$ cat config.mk
export PLATFORM = sky130hd
export DESIGN_NAME = subtractor_serial_4bits
export DESIGN_NICKNAME = d
export VERILOG_FILES = /design/src/rtl/subtractor_serial_4bits.sv
export SDC_FILE = /design/constraint.sdc
export NUM_CORES = 1
export LEC_CHECK = 0
export ABC_AREA = 1
export BUFFER_PORTS_ARGS = -buffer_cell sky130_fd_sc_hd__buf_2
export CORE_MARGIN = 8
export CORE_UTILIZATION = 49
export DETAILED_ROUTE_END_ITERATION = 7
export PLACE_DENSITY = 0.75
export SYNTH_ARGS = -nofsm -noshare
export SYNTH_HDL_FRONTEND = slang
export SYNTH_SLANG_ARGS = --single-unit
$ cat constraint.sdc
create_clock -name i_w_clk -period 1.3 [get_ports i_w_clk]
set_clock_uncertainty 0.05 [all_clocks]
set_input_delay 0.13 -clock i_w_clk [delete_from_list [all_inputs] [get_ports i_w_clk]]
set_output_delay 0.13 -clock i_w_clk [all_outputs]
set_load 0.05 [all_outputs]
$ cat src/rtl/subtractor_serial_4bits.sv
// Bit-serial subtractor D = A - B - Bin using one full-subtractor cell.
// One bit per clock, LSB first, behind a start/busy/done handshake.
module subtractor_serial_4bits #(
  parameter int WIDTH = 4
) (
  input  logic             i_w_clk,
  input  logic             i_w_reset,
  input  logic             i_w_start,
  input  logic [WIDTH-1:0] i_w_a,
  input  logic [WIDTH-1:0] i_w_b,
  input  logic             i_w_bin,
  output logic             o_w_busy,
  output logic             o_w_done,
  output logic [WIDTH-1:0] o_w_d,
  output logic             o_w_bout,
  output logic             o_w_zero,
  output logic             o_w_ovf
);

  localparam int CW = $clog2(WIDTH) + 1;

  typedef enum logic [1:0] {
    IDLE,
    RUN,
    DONE
  } state_e;

  state_e           state_q, state_d;
  logic [WIDTH-1:0] sa_q, sa_d;
  logic [WIDTH-1:0] sb_q, sb_d;
  logic [WIDTH-1:0] res_q, res_d;
  logic [CW-1:0]    cnt_q, cnt_d;
  logic             borrow_q, borrow_d;
  logic             amsb_q, amsb_d;
  logic             bmsb_q, bmsb_d;
  logic [WIDTH-1:0] d_q, d_d;
  logic             bout_q, bout_d;
  logic             zero_q, zero_d;
  logic             ovf_q, ovf_d;

  logic             r_bit;
  logic             nb;
  logic [WIDTH-1:0] res_nx;

  always_comb begin
    state_d  = state_q;
    sa_d     = sa_q;
    sb_d     = sb_q;
    res_d    = res_q;
    cnt_d    = cnt_q;
    borrow_d = borrow_q;
    amsb_d   = amsb_q;
    bmsb_d   = bmsb_q;
    d_d      = d_q;
    bout_d   = bout_q;
    zero_d   = zero_q;
    ovf_d    = ovf_q;

    r_bit  = sa_q[0] ^ sb_q[0] ^ borrow_q;
    nb     = (~sa_q[0] & sb_q[0])
           | (~(sa_q[0] ^ sb_q[0]) & borrow_q);
    res_nx = {r_bit, res_q[WIDTH-1:1]};

    unique case (state_q)
      IDLE, DONE: begin
        // DONE accepts a new request too, so back-to-back ops have no bubble
        if (i_w_start) begin
          sa_d     = i_w_a;
          sb_d     = i_w_b;
          borrow_d = i_w_bin;
          res_d    = '0;
          cnt_d    = '0;
          amsb_d   = i_w_a[WIDTH-1];
          bmsb_d   = i_w_b[WIDTH-1];
          state_d  = RUN;
        end else begin
          state_d  = IDLE;
        end
      end
      RUN: begin
        sa_d     = sa_q >> 1;
        sb_d     = sb_q >> 1;
        borrow_d = nb;
        res_d    = res_nx;
        cnt_d    = cnt_q + 1'b1;
        if (cnt_q == CW'(WIDTH - 1)) begin
          d_d     = res_nx;
          bout_d  = nb;
          zero_d  = ~|res_nx;
          ovf_d   = (amsb_q ^ bmsb_q) & (r_bit ^ amsb_q);
          state_d = DONE;
        end
      end
      default: state_d = IDLE;
    endcase
  end

  always_ff @(posedge i_w_clk or posedge i_w_reset) begin
    if (i_w_reset) begin
      state_q  <= IDLE;
      sa_q     <= '0;
      sb_q     <= '0;
      res_q    <= '0;
      cnt_q    <= '0;
      borrow_q <= 1'b0;
      amsb_q   <= 1'b0;
      bmsb_q   <= 1'b0;
      d_q      <= '0;
      bout_q   <= 1'b0;
      zero_q   <= 1'b0;
      ovf_q    <= 1'b0;
    end else begin
      state_q  <= state_d;
      sa_q     <= sa_d;
      sb_q     <= sb_d;
      res_q    <= res_d;
      cnt_q    <= cnt_d;
      borrow_q <= borrow_d;
      amsb_q   <= amsb_d;
      bmsb_q   <= bmsb_d;
      d_q      <= d_d;
      bout_q   <= bout_d;
      zero_q   <= zero_d;
      ovf_q    <= ovf_d;
    end
  end

  assign o_w_busy = (state_q == RUN);
  assign o_w_done = (state_q == DONE);
  assign o_w_d    = d_q;
  assign o_w_bout = bout_q;
  assign o_w_zero = zero_q;
  assign o_w_ovf  = ovf_q;

endmodule
==> results of run 1 <==
==> cell usage after synthesis, types with 2 or more instances <==
| cell type | n | area (um2) |
|---|---|---|
| nand2_1 | 55 | 206 |
| dfrtp_1 | 26 | 651 |
| inv_1 | 23 | 86.3 |
| nand3_1 | 15 | 75.1 |
| o21ai_0 | 5 | 25.0 |
| nor2_1 | 4 | 15.0 |
| buf_6 | 3 | 33.8 |
| o21ai_2 | 3 | 26.3 |
| fa_1 | 2 | 40.0 |
| ha_1 | 2 | 25.0 |
| inv_2 | 2 | 7.51 |
| inv_4 | 2 | 12.5 |
==> worst max-delay path by stage <==
| stage | cells past startpoint | slack, ns | to |
|---|---|---|---|
| final | 5 | -0.12 | o_w_zero |
| after global routing | 7 | -0.20 | o_w_ovf |
| after CTS | 6 | -0.14 | o_w_ovf |
| after detailed placement | 5 | -0.12 | o_w_zero |
| after global placement | 6 | -0.06 | o_w_ovf |
| after floorplan | 6 | -0.04 | o_w_ovf |
==> worst register-to-register path, delay by kind of cell (launching register included) <==
| kind | cells | cell delay [ns] |
|---|---|---|
| simple gates | 2 | 0.10 |
| buf+inv | 1 | 0.15 |
| flops | 1 | 0.43 |
| fa+ha+maj | 1 | 0.53 |
| compound gates | 1 | 0.06 |
==> power by group through the flow <==
stage                     combinational, mW  clock [mW]  sequential (mW)
final                                  2.89       0.556             1.49
after global routing                   3.15       0.599             1.53
after floorplan                        1.52           0             1.73
after CTS                              2.61       0.564             1.47
after detailed placement               2.33           0             1.48
after global placement                 2.22           0             1.45
==> final cells by class <==
cell class / instances / area share (%)
sequential: 26 / 38.9
inverter: 27 / 6.78
clock inverter: 1 / 1.79
tap: 30 / 2.24
clock buffer: 3 / 1.34
timing repair buffer: 37 / 15.6
multi-input combinational: 94 / 33.3
==> sequential cells by signal (all words and copies together) (netlist names) <==
name      flops
o_w_d         4
sb_q          4
res_q         3
bmsb_q        1
amsb_q        1
sa_q          4
o_w_bout      1
o_w_ovf       1
o_w_zero      1
state_q       2
cnt_q         3
borrow_q      1
==> metal layers <==
metal	wire length, um	vias to the layer above	part of all wire (%)	GRT usage, %
met2	1520	23	53	23.2
met3	132	5	4.6	2.52
met5	0	-	0	0
met1	1200	540	41	13.8
met4	42	0	1.5	5.74
li1	-	530	-	-
==> timing repair <==
action	CTS	global route
resized for setup	13	14
pin swaps	3	11
hold buffers	3	0
gates cloned	0	1
setup endpoints to repair	10	23
hold endpoints to repair	30	0
buffers inserted	4	4
==> kinds of logic after synthesis <==
kind of cell | after synthesis | share of synthesized area (%)
AND/OR/NAND/NOR | 80 | 28.3
buffers and inverters | 30 | 11.0
flip-flops | 26 | 50.9
AO/OA/AOI/OAI | 9 | 4.70
adder cells (fa/ha/maj) | 4 | 5.09
==> cell usage in the layout (no fill, tap or decap) <==
cell type	synthesis	layout
clkbuf_4	0	3
nand2_1	55	55
inv_1	23	21
dlygate4sd3_1	0	3
or2_4	0	1
nor2_4	1	2
dfrtp_1	26	24
ha_4	0	1
nand3_1	15	14
o21ai_2	3	3
inv_4	2	3
buf_6	3	2
o21ai_1	0	1
nand2_8	1	3
inv_2	2	2
dfrtp_2	0	2
buf_2	0	18
fa_2	0	1
a21oi_2	1	1
nor2_1	4	3
fa_1	2	1
ha_2	0	1
o21ai_0	5	4
buf_4	0	12
buf_8	0	2
clkinv_4	0	1
bufinv_16	0	1
nand3_2	1	2
nand3_4	0	1
==> metrics by stage <==
stage,cells,area (um2)
after floorplan,149,1280
after global placement,203,1440
after detailed placement,203,1440
after CTS,214,1590
after global routing,218,1680
final,218,1680
==> flow_summary_export.csv, run 1 <==
group,metric,value,unit
clock_tree,clock_latency,0.33,ns
detailed_routing,ant_nets,0,
clock_tree,cts.sinks,26,
timing,maxSlewHeadroom,77.4,%
power_and_ir_drop,comb_power_share,58.6,%
timing,tightest_slew,0.339,ns
worst_setup_path,rrSetupSlack,-0.12,ns
power_and_ir_drop,total_power,4.93,mW
final_layout,multi_input_area,559,um2
clock_tree,clockBufferDepth,2,
power_and_ir_drop,vdd_drop_max,1.73,mV
worst_setup_path,slowest_stage,"fa_2",
die,ioPinCount,21,
global_route,antenna_found_initial,0,
die,fp.dieArea,4500,um2
timing,drv_slew,0,
placed_design,io_buffers,20,
die,core,2480,um2
detailed_routing,wirelength,2890,um
timing,clock.fmax,0.705,GHz
detailed_routing,first_pass_iters,4,
worst_setup_path,cp_max_fo,3,
final_layout,syn_to_final_growth,31.4,%
global_route,grt_pass1_wl,4420,um
run,maxCapViolCount,0,
synth,yosys_warnings,0,
worst_setup_path,cp.required,1.48,ns
synth,synth-async-reset-ratio,100,%
detailed_routing,drt_iter0_drc,31,
die,core.rowCount,18,
timing,rsz0062_at_grt,"yes",
placed_design,dpl_worst_slack,-0.118,ns
worst_setup_path,worstRegToRegCells,5,
detailed_routing,drt-wirelength-per-cell,13.3,um
global_route,grt.total_usage,12.8,%
power_and_ir_drop,pwr-share-seq,30.1,%
final_layout,drive_gt1_share,33.0,%
synth,synth_area,1280,um2
synth,synth_cells,149,
worst_setup_path,start_kind,"flop",
worst_setup_path,r2r_start,"sa_q[0]",
detailed_routing,via_per_inst,5.04,
final_layout,seq_area,653,um2
timing,worst_slack,-0.118,ns
worst_setup_path,arrival,1.60,ns
synth,syn_nets,165,
global_route,grt_pass1_vias,1069,
global_route,overflow,0,
final_layout,n_fill_cell,211,
synth,seq_area_frac_synth,50.9,%
min_path,min_path_type,"primary input to flop",
power_and_ir_drop,swShare,45.9,%
clock_tree,cts_tree,"yes",
detailed_routing,drc,0,
die,die_h,67.1,um
power_and_ir_drop,leakage,0.913,nW
status,violations,"setup timing",
power_and_ir_drop,clkPwrFrac,11.3,%
timing,hold_slack,0.0530,ns
synth,synth-main-ff-cell,"dfrtp_1",
synth,synth-edff-count,0,
worst_setup_path,startpoint,"sa_q[0]",
die,start_util,51.6,%
worst_setup_path,crit_family,"adder cells",
worst_setup_path,timing.rr.end,"o_w_zero",
detailed_routing,num_vias,1098,
final_layout,final_core_util,67.8,%
worst_setup_path,worstSetupPathType,"flop to flop",
clock_tree,h-tree-depth,1,
clock_tree,numCtsBuffers,3,
worst_setup_path,crit_path_end_kind,"flop",
power_and_ir_drop,intPower,2.66,mW
power_and_ir_drop,powerDensity,2940,nW/um2
synth,synth.distinct_cells,19,
clock_tree,root_buffer,"clkbuf_4",
timing,hold_violations,0,
timing,tns,-0.542,ns
worst_setup_path,worstPathCellList,"buf_4, fa_2, nor2_1, nand2_1, o21ai_1",
global_route,grt_max_degree,27,
synth,syn_avg_cell_area,8.57,um2
clock_tree,path_clk_slew,0.15,ns
synth,yosys_register_bits,26,
placed_design,place.gp.congestion,0.758,
timing,period_share,109,%
worst_setup_path,slowest_delay,0.53,ns
die,die_x,67.1,um
power_and_ir_drop,switchingPower,2.26,mW
min_path,hold_path_startpoint,"i_w_b[0]",
min_path,holdPathStages,5,
placed_design,hpwlAfterDp,1950,um
timing,finalCriticalPeriod,1.42,ns
final_layout,fin_nets,205,
min_path,hold_path_end,"sb_q[0]",
final_layout,num_antenna_cells,0,
worst_setup_path,critPathBufInv,1,
status,outcome,"finished with violations",
timing,setup_violations,6,
(Power assumes the default switching activity.)
==> run 2: changes to the inputs <==
--- a/config.mk
+++ b/config.mk
@@ -5,12 +5,12 @@
 export SDC_FILE = /design/constraint.sdc
 export NUM_CORES = 1
 export LEC_CHECK = 0
-export ABC_AREA = 1
 export BUFFER_PORTS_ARGS = -buffer_cell sky130_fd_sc_hd__buf_2
 export CORE_MARGIN = 8
-export CORE_UTILIZATION = 49
+export CORE_UTILIZATION = 48
 export DETAILED_ROUTE_END_ITERATION = 7
-export PLACE_DENSITY = 0.75
+export PLACE_DENSITY = 0.74
+export SLEW_MARGIN = 20
 export SYNTH_ARGS = -nofsm -noshare
 export SYNTH_HDL_FRONTEND = slang
 export SYNTH_SLANG_ARGS = --single-unit
==> flow_summary_export.csv, run 2 <==
group,metric,value,unit
synth,yosysTopAreaCell,"dfrtp_1",
detailed_routing,num_vias,932,
synth,yosys_warnings,0,
power_and_ir_drop,leakage,0.839,nW
timing,setup_violations,11,
die,die_x,65.0,um
clock_tree,root_buffer,"clkbuf_4",
final_layout,drive_gt1_share,44.2,%
die,core,2230,um2
synth,synth-async-reset-ratio,100,%
clock_tree,clockBufferDepth,2,
synth,synth_area,1150,um2
synth,synth_top_area_share,56.5,%
synth,syn_nets,120,
timing,period_share,121,%
global_route,antenna_found_initial,0,
power_and_ir_drop,swShare,41.5,%
placed_design,place.gp.congestion,0.753,
timing,clock.fmax,0.635,GHz
final_layout,layout.cells.most_common,"dfrtp_1",
synth,synth_cells,104,
detailed_routing,first_pass_iters,4,
die,core.rowCount,17,
die,ioPinCount,21,
worst_setup_path,worstSetupPathType,"flop to flop",
timing,tns,-1.56,ns
power_and_ir_drop,pwr-share-seq,30.8,%
run,maxCapViolCount,0,
synth,synth.most_common_cell,"dfrtp_1",
detailed_routing,drt_iter0_drc,29,
power_and_ir_drop,switchingPower,1.93,mW
clock_tree,cts.sinks,26,
synth,synth-main-ff-cell,"dfrtp_1",
synth,yosys_register_bits,26,
synth,synth_area_leaders,"dfrtp_1 (57%), nand2_1 (6.8%), mux2_2 (3.9%), a22o_1 (3.8%), fa_1 (3.5%)",
timing,rsz0062_at_grt,"yes",
worst_setup_path,crit_path_end_kind,"flop",
synth,syn_avg_cell_area,11.1,um2
timing,maxSlewHeadroom,77.8,%
status,violations,"setup timing",
status,outcome,"finished with violations",
detailed_routing,drc,0,
synth,synth_common_cells,"dfrtp_1 (26), nand2_1 (21), nor2_1 (7), a31oi_1 (6), inv_1 (6)",
worst_setup_path,arrival,1.79,ns
final_layout,multi_input_area,500,um2
die,fp.dieArea,4220,um2
die,die_h,65.0,um
power_and_ir_drop,comb_power_share,60.4,%
final_layout,final_cell_mix,"dfrtp_1 (26), buf_2 (18), nand2_1 (15), buf_6 (13), buf_4 (11)",
detailed_routing,drt-wirelength-per-cell,13.9,um
clock_tree,h-tree-depth,1,
worst_setup_path,cp.required,1.51,ns
clock_tree,clock_latency,0.32,ns
placed_design,io_buffers,20,
final_layout,num_antenna_cells,0,
power_and_ir_drop,vdd_drop_max,1.77,mV
worst_setup_path,r2r_start,"sb_q[0]",
placed_design,dpl_worst_slack,-0.276,ns
synth,synth.distinct_cells,27,
detailed_routing,via_per_inst,5.07,
power_and_ir_drop,clkPwrFrac,8.8,%
placed_design,hpwlAfterDp,1680,um
clock_tree,path_clk_slew,0.14,ns
clock_tree,numCtsBuffers,3,
detailed_routing,ant_nets,0,
power_and_ir_drop,powerDensity,2760,nW/um2
worst_setup_path,start_kind,"flop",
final_layout,fin_nets,173,
detailed_routing,wirelength,2550,um
min_path,hold_path_startpoint,"i_w_start",
synth,synth-edff-count,0,
global_route,grt_pass1_vias,1040,
timing,tightest_slew,0.333,ns
placed_design,place_inst,161,
clock_tree,cts_tree,"yes",
global_route,grt_max_degree,27,
global_route,overflow,0,
global_route,grt_pass1_wl,4600,um
worst_setup_path,cp_max_fo,3,
timing,hold_violations,0,
min_path,min_path_type,"primary input to flop",
final_layout,syn_to_final_growth,46.8,%
die,start_util,51.5,%
final_layout,seq_area,651,um2
timing,worst_slack,-0.275,ns
timing,drv_slew,0,
power_and_ir_drop,intPower,2.73,mW
synth,seq_area_frac_synth,56.5,%
final_layout,layoutNonFillerInstCount,184,
final_layout,n_fill_cell,161,
timing,finalCriticalPeriod,1.58,ns
global_route,grt.total_usage,13.3,%
worst_setup_path,startpoint,"sb_q[0]",
-- run 2: cell count changes in the layout (fill, tap and decap cells not counted), moves of 5 or more --
cell | before | now
a22o_1 | 0 | 5
a31oi_1 | 0 | 6
buf_6 | 2 | 13
dlygate4sd3_1 | 3 | 10
inv_1 | 21 | 5
nand2_1 | 55 | 15
nand2_2 | 0 | 6
nand3_1 | 14 | 1
-- run 2: worst paths after layout --
| check | to | slack, ns | cells after the start |
|---|---|---|---|
| min reg2reg | o_w_ovf | 0.45 | 2 |
| max | o_w_zero | -0.28 | 4 |
| max in group asynchronous | sa_q[1] | 0.61 | 4 |
| max reg2reg | o_w_zero | -0.28 | 4 |
| min in group asynchronous | o_w_d[1] | 0.34 | 4 |
| min | state_q[0] | 0.17 | 3 |
-- run 2: through the flow --
step,hold WS (ns),cell area [um2],util [%],power (mW)
final,0.170,1690,75.7,4.66
after global routing,0.162,1690,75.7,4.96
after CTS,0.184,1620,72.6,4.44
after detailed placement,0.154,1370,61.2,3.65
after global placement,0.146,1370,61.2,3.57
after floorplan,0.120,1170,-,2.98
-- run 2: cell type report --
class                      count  share of cell area (%)
inverter                       7                    2.00
timing repair buffer          53                    25.7
sequential                    26                    38.5
tap                           28                    2.07
multi-input combinational     66                    29.6
clock buffer                   4                    2.15
-- run 2: per-layer routing --
| layer | vias to the layer above | track usage [%] | part of all wire, % |
|---|---|---|---|
| met3 | 2 | 3.95 | 4.9 |
| met1 | 459 | 15.8 | 47 |
| met5 | - | 0 | 0 |
| li1 | 452 | - | - |
| met4 | 0 | 5.18 | 0.63 |
| met2 | 19 | 22.1 | 47 |
-- run 2: timing repair --
| action | in CTS | in global routing |
|---|---|---|
| gates cloned | 0 | 1 |
| hold buffers | 10 | 0 |
| pin swaps | 3 | 16 |
| endpoints found under the setup margin | 18 | 25 |
| endpoints found under the hold margin | 37 | 0 |
| buffers inserted | 6 | 3 |
| resized for setup | 20 | 16 |
-- run 2: kinds of logic after synthesis --
kind of cell / Yosys count / share of synthesized area, %
flip-flops: 26 / 56.5
AND/OR/NAND/NOR: 38 / 15.7
multiplexers: 4 / 3.91
buffers and inverters: 12 / 6.19
adder cells (fa/ha/maj): 4 / 5.65
AO/OA/AOI/OAI: 20 / 12.1
-- run 2: power groups by stage --
stage	Combinational, mW	Sequential, mW	Clock, mW
2_1_floorplan	1.22	1.77	0
3_3_place_gp	2.14	1.43	0
3_5_place_dp	2.20	1.45	0
4_1_cts	2.58	1.44	0.426
5_1_grt	3.02	1.49	0.449
6_report	2.81	1.44	0.410
-- run 2: critical path: stages, from the launching register on --
cell and delay, ns:
dfrtp_1 0.43, inv_1 0.08, fa_1 0.42, or4_1 0.41, o21ai_1 0.13
